## src/rtl/fib_if.sv

```systemverilog
// Control/status bundle for the Fibonacci sequencer: seed loads, run control,
// pacing selection, random-access term read and run status.
interface fib_if #(
  parameter int WIDTH = 16,
  parameter int DEPTH = 16
);
  localparam int AW = $clog2(DEPTH);

  logic             load_a;
  logic             load_b;
  logic [WIDTH-1:0] seed;
  logic             start;
  logic             step_mode;
  logic             step;
  logic             saturate;
  logic [AW-1:0]    read_addr;
  logic [WIDTH-1:0] read_data;
  logic [WIDTH-1:0] current;
  logic [AW-1:0]    index;
  logic             busy;
  logic             done;
  logic             overflow;

  modport master (
    output load_a, load_b, seed, start, step_mode, step, saturate, read_addr,
    input  read_data, current, index, busy, done, overflow
  );

  modport slave (
    input  load_a, load_b, seed, start, step_mode, step, saturate, read_addr,
    output read_data, current, index, busy, done, overflow
  );
endinterface

```

## src/rtl/fib_sequencer.sv

```systemverilog
// Fibonacci-style term generator: two switch-loaded seeds, terms 2..DEPTH-1
// computed one per step (divider- or manually-paced), with overflow tracking.
module fib_sequencer #(
  parameter int WIDTH    = 16,
  parameter int DEPTH    = 16,
  parameter int TICK_DIV = 30000000
) (
  input logic  clk,
  input logic  rst_n,
  fib_if.slave bus
);
  localparam int AW = $clog2(DEPTH);
  localparam int DW = (TICK_DIV > 1) ? $clog2(TICK_DIV) : 1;
  localparam logic [DW-1:0] TICK_LAST = DW'(TICK_DIV - 1);
  localparam logic [AW-1:0] LAST_IDX  = AW'(DEPTH - 1);

  typedef enum logic [1:0] {IDLE, RUN, DONE} state_t;

  state_t           state, state_nx;
  logic [WIDTH-1:0] term [DEPTH];
  logic [WIDTH-1:0] cur_q;
  logic [AW-1:0]    idx_q;
  logic [AW-1:0]    nxt_q;
  logic [DW-1:0]    div_q;
  logic             ovf_q;

  logic             load;
  logic             step_ev;
  logic [AW-1:0]    ia, ib;
  logic [WIDTH:0]   sum;
  logic [WIDTH-1:0] sum_store;

  function automatic logic [WIDTH-1:0] clamp_sum(input logic [WIDTH:0] s, input logic sat);
    return (s[WIDTH] && sat) ? '1 : s[WIDTH-1:0];
  endfunction

  assign ia        = nxt_q - AW'(1);
  assign ib        = nxt_q - AW'(2);
  assign sum       = {1'b0, term[ia]} + {1'b0, term[ib]};
  assign sum_store = clamp_sum(sum, bus.saturate);

  always_comb begin
    load     = bus.load_a | bus.load_b;
    step_ev  = 1'b0;
    state_nx = state;
    if (state == RUN && !load)
      step_ev = bus.step_mode ? bus.step : (div_q == TICK_LAST);
    if (load) begin
      state_nx = IDLE;
    end else begin
      case (state)
        IDLE, DONE: if (bus.start) state_nx = RUN;
        RUN:        if (step_ev && nxt_q == LAST_IDX) state_nx = DONE;
        default:    state_nx = IDLE;
      endcase
    end
  end

  always_ff @(posedge clk or negedge rst_n) begin
    if (!rst_n) state <= IDLE;
    else        state <= state_nx;
  end

  // Term storage, divider and run bookkeeping; loads override everything else.
  always_ff @(posedge clk or negedge rst_n) begin
    if (!rst_n) begin
      for (int i = 0; i < DEPTH; i++) term[i] <= '0;
      cur_q <= '0;
      idx_q <= '0;
      nxt_q <= AW'(2);
      div_q <= '0;
      ovf_q <= 1'b0;
    end else if (load) begin
      if (bus.load_a) term[0] <= bus.seed;
      if (bus.load_b) term[1] <= bus.seed;
      cur_q <= bus.seed;
      idx_q <= bus.load_b ? AW'(1) : AW'(0);
      div_q <= '0;
    end else if (bus.start && state != RUN) begin
      nxt_q <= AW'(2);
      div_q <= '0;
      ovf_q <= 1'b0;
    end else if (state == RUN) begin
      if (bus.step_mode || div_q == TICK_LAST) div_q <= '0;
      else                                     div_q <= div_q + DW'(1);
      if (step_ev) begin
        term[nxt_q] <= sum_store;
        cur_q       <= sum_store;
        idx_q       <= nxt_q;
        nxt_q       <= nxt_q + AW'(1);
        if (sum[WIDTH]) ovf_q <= 1'b1;
      end
    end
  end

  // Out-of-range addresses only exist when DEPTH is not a power of two.
  always_comb begin
    bus.read_data = '0;
    if (int'(bus.read_addr) < DEPTH) bus.read_data = term[bus.read_addr];
  end

  assign bus.current  = cur_q;
  assign bus.index    = idx_q;
  assign bus.busy     = (state == RUN);
  assign bus.done     = (state == DONE);
  assign bus.overflow = ovf_q;
endmodule

```

## src/flat_wrapper.sv

```systemverilog
// flat-port wrapper written by rule: the top's interface ports become plain ports
module fib_sequencer_flat 
#(
  parameter int WIDTH    = 16,
  parameter int DEPTH    = 16,
  parameter int TICK_DIV = 30000000
)
  (clk, rst_n, bus_load_a, bus_load_b, bus_seed, bus_start, bus_step_mode, bus_step, bus_saturate, bus_read_addr, bus_read_data, bus_current, bus_index, bus_busy, bus_done, bus_overflow);
  fib_if #(.WIDTH(WIDTH), .DEPTH(DEPTH)) bus_i ();
  input logic clk;
  input logic rst_n;
  input wire logic [$bits(bus_i.load_a)-1:0] bus_load_a;
  input wire logic [$bits(bus_i.load_b)-1:0] bus_load_b;
  input wire logic [$bits(bus_i.seed)-1:0] bus_seed;
  input wire logic [$bits(bus_i.start)-1:0] bus_start;
  input wire logic [$bits(bus_i.step_mode)-1:0] bus_step_mode;
  input wire logic [$bits(bus_i.step)-1:0] bus_step;
  input wire logic [$bits(bus_i.saturate)-1:0] bus_saturate;
  input wire logic [$bits(bus_i.read_addr)-1:0] bus_read_addr;
  output wire logic [$bits(bus_i.read_data)-1:0] bus_read_data;
  output wire logic [$bits(bus_i.current)-1:0] bus_current;
  output wire logic [$bits(bus_i.index)-1:0] bus_index;
  output wire logic [$bits(bus_i.busy)-1:0] bus_busy;
  output wire logic [$bits(bus_i.done)-1:0] bus_done;
  output wire logic [$bits(bus_i.overflow)-1:0] bus_overflow;
  assign bus_i.load_a = bus_load_a;
  assign bus_i.load_b = bus_load_b;
  assign bus_i.seed = bus_seed;
  assign bus_i.start = bus_start;
  assign bus_i.step_mode = bus_step_mode;
  assign bus_i.step = bus_step;
  assign bus_i.saturate = bus_saturate;
  assign bus_i.read_addr = bus_read_addr;
  assign bus_read_data = bus_i.read_data;
  assign bus_current = bus_i.current;
  assign bus_index = bus_i.index;
  assign bus_busy = bus_i.busy;
  assign bus_done = bus_i.done;
  assign bus_overflow = bus_i.overflow;
  fib_sequencer #(.WIDTH(WIDTH), .DEPTH(DEPTH), .TICK_DIV(TICK_DIV)) u_core (.clk(clk), .rst_n(rst_n), .bus(bus_i));
endmodule
```

## config.mk

```make
export PLATFORM = sky130hd
export DESIGN_NAME = fib_sequencer_flat
export DESIGN_NICKNAME = d
export VERILOG_FILES = /design/src/rtl/fib_if.sv /design/src/rtl/fib_sequencer.sv /design/src/flat_wrapper.sv
export SDC_FILE = /design/constraint.sdc
export NUM_CORES = 1
export LEC_CHECK = 0
export CORE_ASPECT_RATIO = 1.25
export CORE_UTILIZATION = 25
export CTS_BUF_LIST = sky130_fd_sc_hd__clkbuf_8
export CTS_CLUSTER_SIZE = 28
export DETAILED_ROUTE_END_ITERATION = 6
export PLACE_DENSITY = 0.43
export RECOVER_POWER = 100
export SLEW_MARGIN = 10
export SYNTH_ARGS = -nofsm -noshare
export SYNTH_HDL_FRONTEND = slang
export SYNTH_SLANG_ARGS = --single-unit
```

## constraint.sdc

```tcl
create_clock -name clk -period 8.3 [get_ports clk]
set_input_delay 1.245 -clock clk [delete_from_list [all_inputs] [get_ports clk]]
set_output_delay 1.245 -clock clk [all_outputs]
set_load 0.02 [all_outputs]
```

# Word level (Yosys, flattened, before mapping)
# Index checks and enable logic that the tools add are counted.
[totals]
regBits = 308
inputBits = 28
wordCells = 116
[classes]
add_sub_neg = 5
n_lt_le_gt_ge = 5
eq_ne = 10
mux = 45
bitwise_logic = 7
n_reduce_logical = 22
[op_table]
columns = ["op", "n"]
rows = [
  ["$mux 256", 3],
  ["$bwmux 256", 1],
  ["$mux 16", 14],
  ["$bmux 16 s4", 3],
  ["$mux 25", 4],
  ["$demux 16 s4", 1],
  ["$mux 32", 1],
  ["$mux 4", 7],
  ["$add 25x1->25 const B", 1],
  ["$eq 25x25->1 const B", 1],
  ["$ge 5x5->1 const B", 4],
  ["$not 4->5", 4],
  ["$add 16x16->17", 1],
  ["$reduce_and 4->1", 4],
  ["$reduce_bool 2->1", 5],
  ["$mux 1", 7],
  ["$mux 2", 3],
  ["$reduce_and 3->1", 2],
  ["$logic_and 1x1->1", 5],
  ["$lt 5x1->1 const B", 1],
  ["$add 4x1->4 const B", 1],
  ["$eq 4x4->1 const B", 1],
  ["$ne 2x1->1 const B", 2],
  ["$ne 2x2->1 const B", 2],
  ["15 further kinds", 16],
]

# Logic depth before layout (Yosys ltp)
# Gate-level depths: netlist (run 1).
[depth]
ltp_word = 13
mapped_depth = 21
mapped_depth_nobuf = 15

# Worst setup path after synthesis (run 1)
# OpenSTA, ideal clock, no wires.
[synth_timing]
path_kind = "register to register"
startpoint = "reg u_core.nxt_q[0]"
endpoint = "reg u_core.term[5] (netlist name)"
setup_time_ns = 0.130
arrival_time_ns = 6.076
slack_ns = 2.094
stages_incl_launch_ff = 22
path_buffers = 9
period_less_slack_ns = 6.206
path_cell_list = "dfrtp_1 buf_2 buf_2 clkbuf_1 clkbuf_1 inv_1 ha_1 buf_2 buf_1 mux4_2 mux4_2 ha_1 fa_1 a211oi_1 o21ai_1 a31oi_1 a31oi_2 buf_4 buf_6 nor2_2 buf_2 o21ai_0"
[synth_via]
elab_chain_cells = 9
[synth_rtl]
columns = ["element", "line_no", "source"]
rows = [
  ["start, declared", "fib_sequencer.sv:23", "logic [AW-1:0] nxt_q;"],
  ["start signal, assigned", "fib_sequencer.sv:90", "nxt_q <= nxt_q + AW'(1);"],
  ["$sub 4x1->4 / $sub 4x2->4 (equally long branches)", "fib_sequencer.sv:37, fib_sequencer.sv:38", ""],
  ["$not 4->5 (implied by the code)", "fib_sequencer.sv:39", "assign sum = {1'b0, term[ia]} + {1'b0, term[ib]};"],
  ["$bmux 16 s4", "fib_sequencer.sv:39", ""],
  ["$mux 16 (implied by the code) (2 in a row)", "fib_sequencer.sv:39", ""],
  ["$add 16x16->17", "fib_sequencer.sv:39", ""],
  ["$logic_and 1x1->1", "fib_sequencer.sv:34", "return (s[WIDTH] && sat) ? '1 : s[WIDTH-1:0];"],
  ["$mux 16", "fib_sequencer.sv:34", ""],
  ["$bwmux 256 *", "fib_sequencer.sv:87", "term[nxt_q] <= sum_store;"],
  ["end signal, assigned by index", "fib_sequencer.sv:87", ""],
  ["end, declared", "fib_sequencer.sv:20", "logic [WIDTH-1:0] term [DEPTH];"],
]
# Every way passes the cells marked *; elsewhere a longest branch is shown, timed or not. The select of a mux whose other input is x is not followed.
# A chain may end at the register's enable or synchronous reset.

# Worst setup path after layout (run 1)
[layout_timing]
startpoint = "in bus_read_addr[0]"
endpoint = "out bus_read_data[11]"
[layout_via]
elab_chain_cells = 4
[layout_rtl]
columns = ["element", "line_no", "source"]
rows = [
  ["start, declared", "flat_wrapper.sv:19", "input wire logic [$bits(bus_i.read_addr)-1:0] bus_read_addr;"],
  ["$not 4->5 (implied by the code)", "fib_sequencer.sv:99", "if (int'(bus.read_addr) < DEPTH) bus.read_data = term[bus.read_addr];"],
  ["$bmux 16 s4", "fib_sequencer.sv:99", ""],
  ["$mux 16 (implied by the code) (2 in a row)", "fib_sequencer.sv:99", ""],
  ["end, declared", "flat_wrapper.sv:20", "output wire logic [$bits(bus_i.read_data)-1:0] bus_read_data;"],
]
# No other way between the ends. The select of a mux whose other input is x is not followed.

==> key figures, run 1 <==
Die
  • Core ar.: 73700 µm²
  • Row count: 111
  • Die width: 247 µm
  • Io pins: 67
  • Die Area: 75900 µm²
  • Initial core utilization: 0.254
  • Die height: 308 µm

Synthesis
  • Mapped Area: 18700 µm²
  • Post-Synthesis Net Count: 1653
  • Post-Synth Simple-Gate Area: 0.101
  • Cell with the most instances after synthesis: dfrtp_1
  • Register area share after synthesis: 0.412
  • Synth top area share: 0.411
  • Synth area leaders: dfrtp_1 (41%), mux4_2 (29%), nand2_1 (5.3%)
  • Synth warnings: 0
  • Asr flop ratio synth: 1.00
  • Syn Inst Count: 1599
  • Complex-gate fraction of the synthesized area: 0.135
  • Number of distinct library cells after synthesis: 65
  • Post-Syn Area per Cell: 11.7 µm²
  • Synth Flop Type: dfrtp_1
  • Number of synthesized flops with an enable pin: 0
  • Synth Area in XOR/XNOR: 0.00609
  • Largest family of logic cells by synthesized area: multiplexers
  • Post-synth top area cell: dfrtp_1
  • Synthesized-area fraction occupied by adder cells: 0.0178
  • Mux cell area share after synthesis: 0.290
  • Register bit total from synthesis: 308
  • Most frequent cells after synthesis: dfrtp_1 (307), nand2_1 (264), mux4_2 (240)

Power and ir drop
  • Pint: 2.86 mW
  • Total Power: 4.30 mW
  • Power Density: 202 nW/µm²
  • Clock network fraction of design power: 0.360
  • Seq pwr share: 0.384
  • VDD IR-drop max: 120 µV
  • Combinational group share of total power: 0.256
  • Net switching fraction of the power: 0.336
  • Net Sw Power: 1.44 mW
  • Pleak: 8.39 nW

Clocking
  • Clock sink count: 308
  • CTS tree: done
  • CTS resizes: 0
  • Worst skew pair latency: 0.67 ns
  • Hold-fix buffers, CTS: 0
  • Post-CTS Setup Inserts: 0
  • H-tree depth: 2
  • Root Buffer: clkbuf_8
  • CTS clk-pin slew, worst paths: 0.06 ns
  • CTS buffer count: 52
  • Largest buffer count on any clock path: 3

Timing
  • Period minus WS final: 7.10 ns
  • Final worst slack: 1.20 ns
  • Final Skew: 0.0365 ns
  • RSZ-0062 raised after global routing: no
  • TNS Setup: 0 ns
  • Hold WS: 0.482 ns
  • Final period util: 0.856
  • Pins over their slew limit: 248
  • Hold violation count in the final report: 0
  • Final setup vio count: 0
  • Worst-Margin Slew: 4.61 ns
  • FMAX: 141 MHz
  • Slew Limit Headroom: -2.07

Critical path
  • Setup slack on the worst flop-to-flop path: 1.31 ns
  • Worst R2R End: u_core.term[250]
  • Crit Path Max Fanout: 27
  • Critical path type: in2out
  • Crit path launch: bus_read_addr[0]
  • Most frequent CP cell: mux4_2
  • Delay-heaviest family, CP: buffers and inverters
  • WP buf/inv: 3
  • Slowest stage delay, CP: 1.79 ns
  • CP cell instances: clkbuf_1 -> clkbuf_2 -> mux4_2 -> mux4_2 -> clkdlybuf4s50_1
  • CP startpoint kind: primary input
  • CP required: 7.05 ns
  • CP Capture Type: output pin
  • Crit path capture: bus_read_data[11]
  • Worst Path Arrival: 5.86 ns
  • WP depth: 5
  • Crit-path slowest cell: clkbuf_1
  • R2r worst-path depth: 14
  • Worst reg2reg path startpoint: u_core.nxt_q[0]

Routing
  • First-iteration detailed-routing DRC count: 1146
  • Routed metal-1 wirelength: 26400 µm
  • Detail Route Antenna Nets: 0
  • Vias per cell: 5.39
  • Met2 routed WL: 32200 µm
  • Total Wirelength: 63900 µm
  • Drt wl/cell: 24.5 µm
  • Max Used Layer: met4
  • Residual DRC count: 2
  • Routed wl met3: 3340 µm
  • Initial DRT Pass Iterations: 7
  • Vias: 14.1k

Cells and area
  • Cell area after layout: 21300 µm²
  • Post-layout nets: 1661
  • Post-Layout Cell Count: 2607
  • Area Growth Syn to Fin: 13.9%
  • Util after Layout: 0.289
  • Layout cell share with drive strength beyond 1: 0.241

Placed design
  • Placed instance area: 20200 µm²
  • Placed insts: 2513
  • Post-DP HPWL: 40700 µm
  • Routability Congestion: 0.825
  • Pre-CTS setup slack: 1.86 ns
  • IO buf count: 66

Global route
  • Global-route wire length before repair: 97000 µm
  • Vias in the first global route: 14.5k
  • Total track usage: 0.172
  • Largest net degree at the start of global routing: 145
  • GR Overflow Total: 0
  • Antenna violations before repair: 2

Hold path
  • WHS Path Cells: 1
  • Min-Delay Path Class: reg2reg

Run status
  • Failing checks: design-rule violations, max-capacitance violations, max-slew violations
  • Status: finished, violations left

Run
  • Max-Cap Viols: 6
placed cells by master (no fill, tap or decap), drive strengths merged, types with 6 or more instances in the layout:
cell,instances
inv,27
nor2,39
a211oi,8
dlygate4sd3,32
dfrtp,307
clkbuf,74
ha,25
buf,28
o21ai,296
a31oi,12
nand4,9
clkinv,7
a22oi,7
mux4,240
xor2,6
nand2,265
clkdlybuf4s50,30
o31ai,10
and3,12
a21o,14
a21oi,62
o22ai,23
xnor2,7
nand3,31
nor3,15
kinds of logic after synthesis:
group	count (synthesis)
AOI/OAI and AO/OA	449
and+or+nand+nor	406
DFF	308
muxes	242
buffers and inverters	155
adders and majority gates	26
xor gates and xnor gates	13
worst min-delay path by stage:
| stage | startpoint | to | slack (ns) |
|---|---|---|---|
| after floorplan | u_core.div_q[16] | u_core.div_q[16] | 0.44 |
| after global placement | u_core.div_q[16] | u_core.div_q[16] | 0.47 |
| after detailed placement | u_core.div_q[16] | u_core.div_q[16] | 0.47 |
| after CTS | u_core.div_q[16] | u_core.div_q[16] | 0.49 |
| after global routing | u_core.div_q[16] | u_core.div_q[16] | 0.51 |
| final | u_core.div_q[16] | u_core.div_q[16] | 0.48 |
per-layer routing:
layer	track usage	vias up
li1	-	6113
met1	0.220	7328
met2	0.294	504
met3	0.0268	109
met4	0.0541	0
met5	0	-
registers in the layout, indices dropped and copies added, names as in the netlist:
| signal | count |
|---|---|
| u_core.term | 256 |
| u_core.div_q | 25 |
| u_core.bus.current | 16 |
| u_core.bus.index | 4 |
| u_core.nxt_q | 4 |
| u_core.state | 2 |
| u_core.bus.overflow | 1 |
power groups by stage:
stage / Combinational (mW) / Clock, mW / Sequential (mW)
3_5_place_dp: 1.14 / 0 / 1.68
2_1_floorplan: 0.819 / 0 / 1.64
5_1_grt: 1.20 / 1.65 / 1.66
4_1_cts: 1.14 / 1.60 / 1.65
3_3_place_gp: 1.13 / 0 / 1.67
6_report: 1.10 / 1.55 / 1.65
area by class of cell:
type,count,area [µm²]
multi-input cells,1136,10300
diodes,1,2.50
repair buffers,97,880
well taps,960,1200
clock buffers,67,922
flip-flops and latches,308,7720
fillers,7536,52400
clock inverters,26,231
inverters,12,45.0
(Power assumes the default switching activity.)
==> inputs of run 2 (changes only) <==
--- a/config.mk
+++ b/config.mk
@@ -12,6 +12,7 @@
 export DETAILED_ROUTE_END_ITERATION = 6
 export PLACE_DENSITY = 0.43
 export RECOVER_POWER = 100
+export SKIP_CTS_REPAIR_TIMING = 1
 export SLEW_MARGIN = 10
 export SYNTH_ARGS = -nofsm -noshare
 export SYNTH_HDL_FRONTEND = slang
==> results of run 2 <==
Same layout as run 1: the final DEF is identical, and so are final timing and power.
==> inputs of run 3 (changes only) <==
--- a/config.mk
+++ b/config.mk
@@ -6,6 +6,7 @@
 export NUM_CORES = 1
 export LEC_CHECK = 0
 export CORE_ASPECT_RATIO = 1.25
+export CORE_MARGIN = 10
 export CORE_UTILIZATION = 25
 export CTS_BUF_LIST = sky130_fd_sc_hd__clkbuf_8
 export CTS_CLUSTER_SIZE = 28
==> run 3 against run 2 <==
Net effect:
- cell area decreased by 0.75%
- critical endpoint is now u_core.term[228]
- largest power group unchanged
- flip-flop and latch count stayed put
- register-to-register slack better by 0.26 ns
- fmax decreased by 4.6%
- clock-buffer cell count grew 6
- clock skew is 0.014 ns lower
- clock power is 5% lower
- largest cell class unchanged
- wire length up 2.3%
- cell count is 0.46% higher
- global-route usage decreased by 2.2 points
- core utilization is 0.47 points lower
- the flow finishes with violations (max-capacitance violations, max-slew violations)
- critical path depth rose by 3
- highest routed layer is now met5
==> key figures, run 3 (synthesis results as in run 1) <==
Timing
  • Final setup vio count: 0 (unchanged)
  • FMAX: 134 MHz (-4.6%)
  • Final period util: 0.896 (+0.0409)
  • Pins over their slew limit: 546 (+120%)
  • Hold violation count in the final report: 0 (unchanged)
  • Hold WS: 0.490 ns (+0.00811 ns)
  • Worst-Margin Slew: 4.69 ns (+0.0806 ns)
  • Period minus WS final: 7.44 ns (+0.339 ns)
  • Final Skew: 0.0226 ns (-0.0139 ns)
  • RSZ-0062 raised after global routing: no
  • Slew Limit Headroom: -2.13 (-0.0538)
  • TNS Setup: 0 ns (unchanged)

Critical path
  • Worst R2R End: u_core.term[249]
  • CP startpoint kind: primary input
  • Worst Path Arrival: 7.99 ns (+2.13 ns)
  • Crit Path Max Fanout: 25 (-7.4%)
  • CP Capture Type: flop
  • R2r worst-path depth: 13 (-1)
  • Crit path launch: bus_load_a
  • CP required: 8.85 ns (+1.80 ns)
  • Worst reg2reg path startpoint: u_core.nxt_q[0]
  • Critical path type: in2reg
  • Setup slack on the worst flop-to-flop path: 1.57 ns (+0.26 ns)

Clocking
  • CTS buffer count: 53 (+1.9%)
  • Worst skew pair latency: 0.65 ns (-0.02 ns)
  • CTS clk-pin slew, worst paths: 0.06 ns (about the same)
  • CTS tree: done
  • H-tree depth: 2 (unchanged)
  • Clock sink count: 308 (unchanged)
  • Largest buffer count on any clock path: 3 (unchanged)
  • Root Buffer: clkbuf_8

Routing
  • Routed wl met3: 3850 µm (+15%)
  • Routed metal-1 wirelength: 26700 µm (+1.2%)
  • Vias: 14.1k (+0.60%)
  • First-iteration detailed-routing DRC count: 1073 (-6.4%)
  • Total Wirelength: 65300 µm (+2.3%)
  • Met2 routed WL: 32200 µm (about the same)
  • Initial DRT Pass Iterations: 5 (-2)
  • Max Used Layer: met5
  • Vias per cell: 5.40 (+0.14%)
  • Residual DRC count: 0 (-2)
  • Drt wl/cell: 24.9 µm (+1.8%)
  • Detail Route Antenna Nets: 0 (unchanged)

Die
  • Die Area: 86200 µm² (+14%)
  • Initial core utilization: 0.251 (-0.00226)
  • Core ar.: 74400 µm² (+0.90%)
  • Die height: 326 µm (+5.8%)
  • Row count: 112 (+0.90%)
  • Io pins: 67 (unchanged)
  • Die width: 265 µm (+7.3%)

Cells and area
  • Number of flip-flops under the largest register name: 256 (unchanged)
  • Area Growth Syn to Fin: 13.1%
  • Layout cell share with drive strength beyond 1: 0.231 (-0.00986)
  • Most common cell after layout, fill and taps aside: dfrtp_1
  • Top reg by flops: u_core.term
  • Most frequent cells in the layout: dfrtp_1 (306), o21ai_0 (271), nand2_1 (264)
  • Post-Layout Cell Count: 2619 (+0.46%)
  • Post-layout nets: 1657 (-0.24%)
  • Cell area after layout: 21200 µm² (-0.75%)

Hold path
  • HP Start: u_core.div_q[16]
  • Hold endpoint: u_core.div_q[16]
  • Min-Delay Path Class: reg2reg
  • WHS Path Cells: 1 (unchanged)

Placed design
  • Routability Congestion: 0.809 (-2.0%)
  • IO buf count: 66 (unchanged)
  • Placed instance area: 20200 µm² (-0.17%)
  • Placed insts: 2517 (+0.16%)
  • Post-DP HPWL: 40400 µm (-0.81%)

Run status
  • Status: finished, violations left
  • Failing checks: max-capacitance violations, max-slew violations

Power and ir drop
  • VDD IR-drop max: 97.5 µV (-19%)
  • Total Power: 4.22 mW (-1.8%)
  • Power Density: 199 nW/µm² (-1.1%)
  • Pleak: 8.36 nW (-0.37%)

Global route
  • Global-route wire length before repair: 98000 µm (+1.1%)
  • Antenna violations before repair: 2 (unchanged)
  • Vias in the first global route: 14.3k (-1.3%)
  • Total track usage: 0.150 (-0.0220)
  • GR Overflow Total: 0 (unchanged)
  • Largest net degree at the start of global routing: 158 (+9.0%)

Run
  • Max-Cap Viols: 17 (+11)
[run 3: changes by cell type in the layout (fill, tap and decap cells not counted), moves of 7 or more]
cell / delta
clkinv_2: +7
nand3_1: +8
nand3_2: -7
nor2_1: +7
nor2_2: -7
o21ai_0: -14
o21ai_1: +15
[run 3: power breakdown]
group          switching [mW]  internal (mW)
Clock                   0.699          0.782
Sequential             0.0929           1.56
Combinational           0.652          0.429
Total                    1.44           2.78
[run 3: layout make-up]
type	count	area, µm²
fill	7680	53300
multi-input combinational	1136	10200
sequential	308	7720
tap	969	1210
clock buffer	73	1000
timing repair buffer	92	823
clock inverter	26	120
inverter	12	45.0
antenna	3	7.51
[run 3: worst max-delay path, stage by stage]
cell and delay (ns):
dlygate4sd3_1 0.74, or2_0 0.96, nor3_1 1.22, nand4_1 0.52
and2_0 1.05, o21ai_0 1.77, o22ai_1 0.25, a21oi_1 0.21
[run 3: worst max-delay path by stage]
stage | end | depth (start not counted)
floorplan | u_core.term[5] | 21
global placement | u_core.term[179] | 13
detailed placement | u_core.term[99] | 13
CTS | u_core.term[99] | 13
global route | u_core.term[232] | 8
finish | u_core.term[228] | 8
[run 3: metrics by stage]
step | worst slack (ns) | util
floorplan | 2.09 | -
detailed placement | 1.75 | 0.271
global placement | 1.87 | 0.271
finish | 0.859 | 0.284
global route | 0.645 | 0.284
CTS | 1.76 | 0.286
[run 3: metal layers]
metal,track usage,vias up
met4,0.0622,2
met1,0.186,7360
met2,0.250,536
li1,-,6123
met5,0,-
met3,0.0296,118
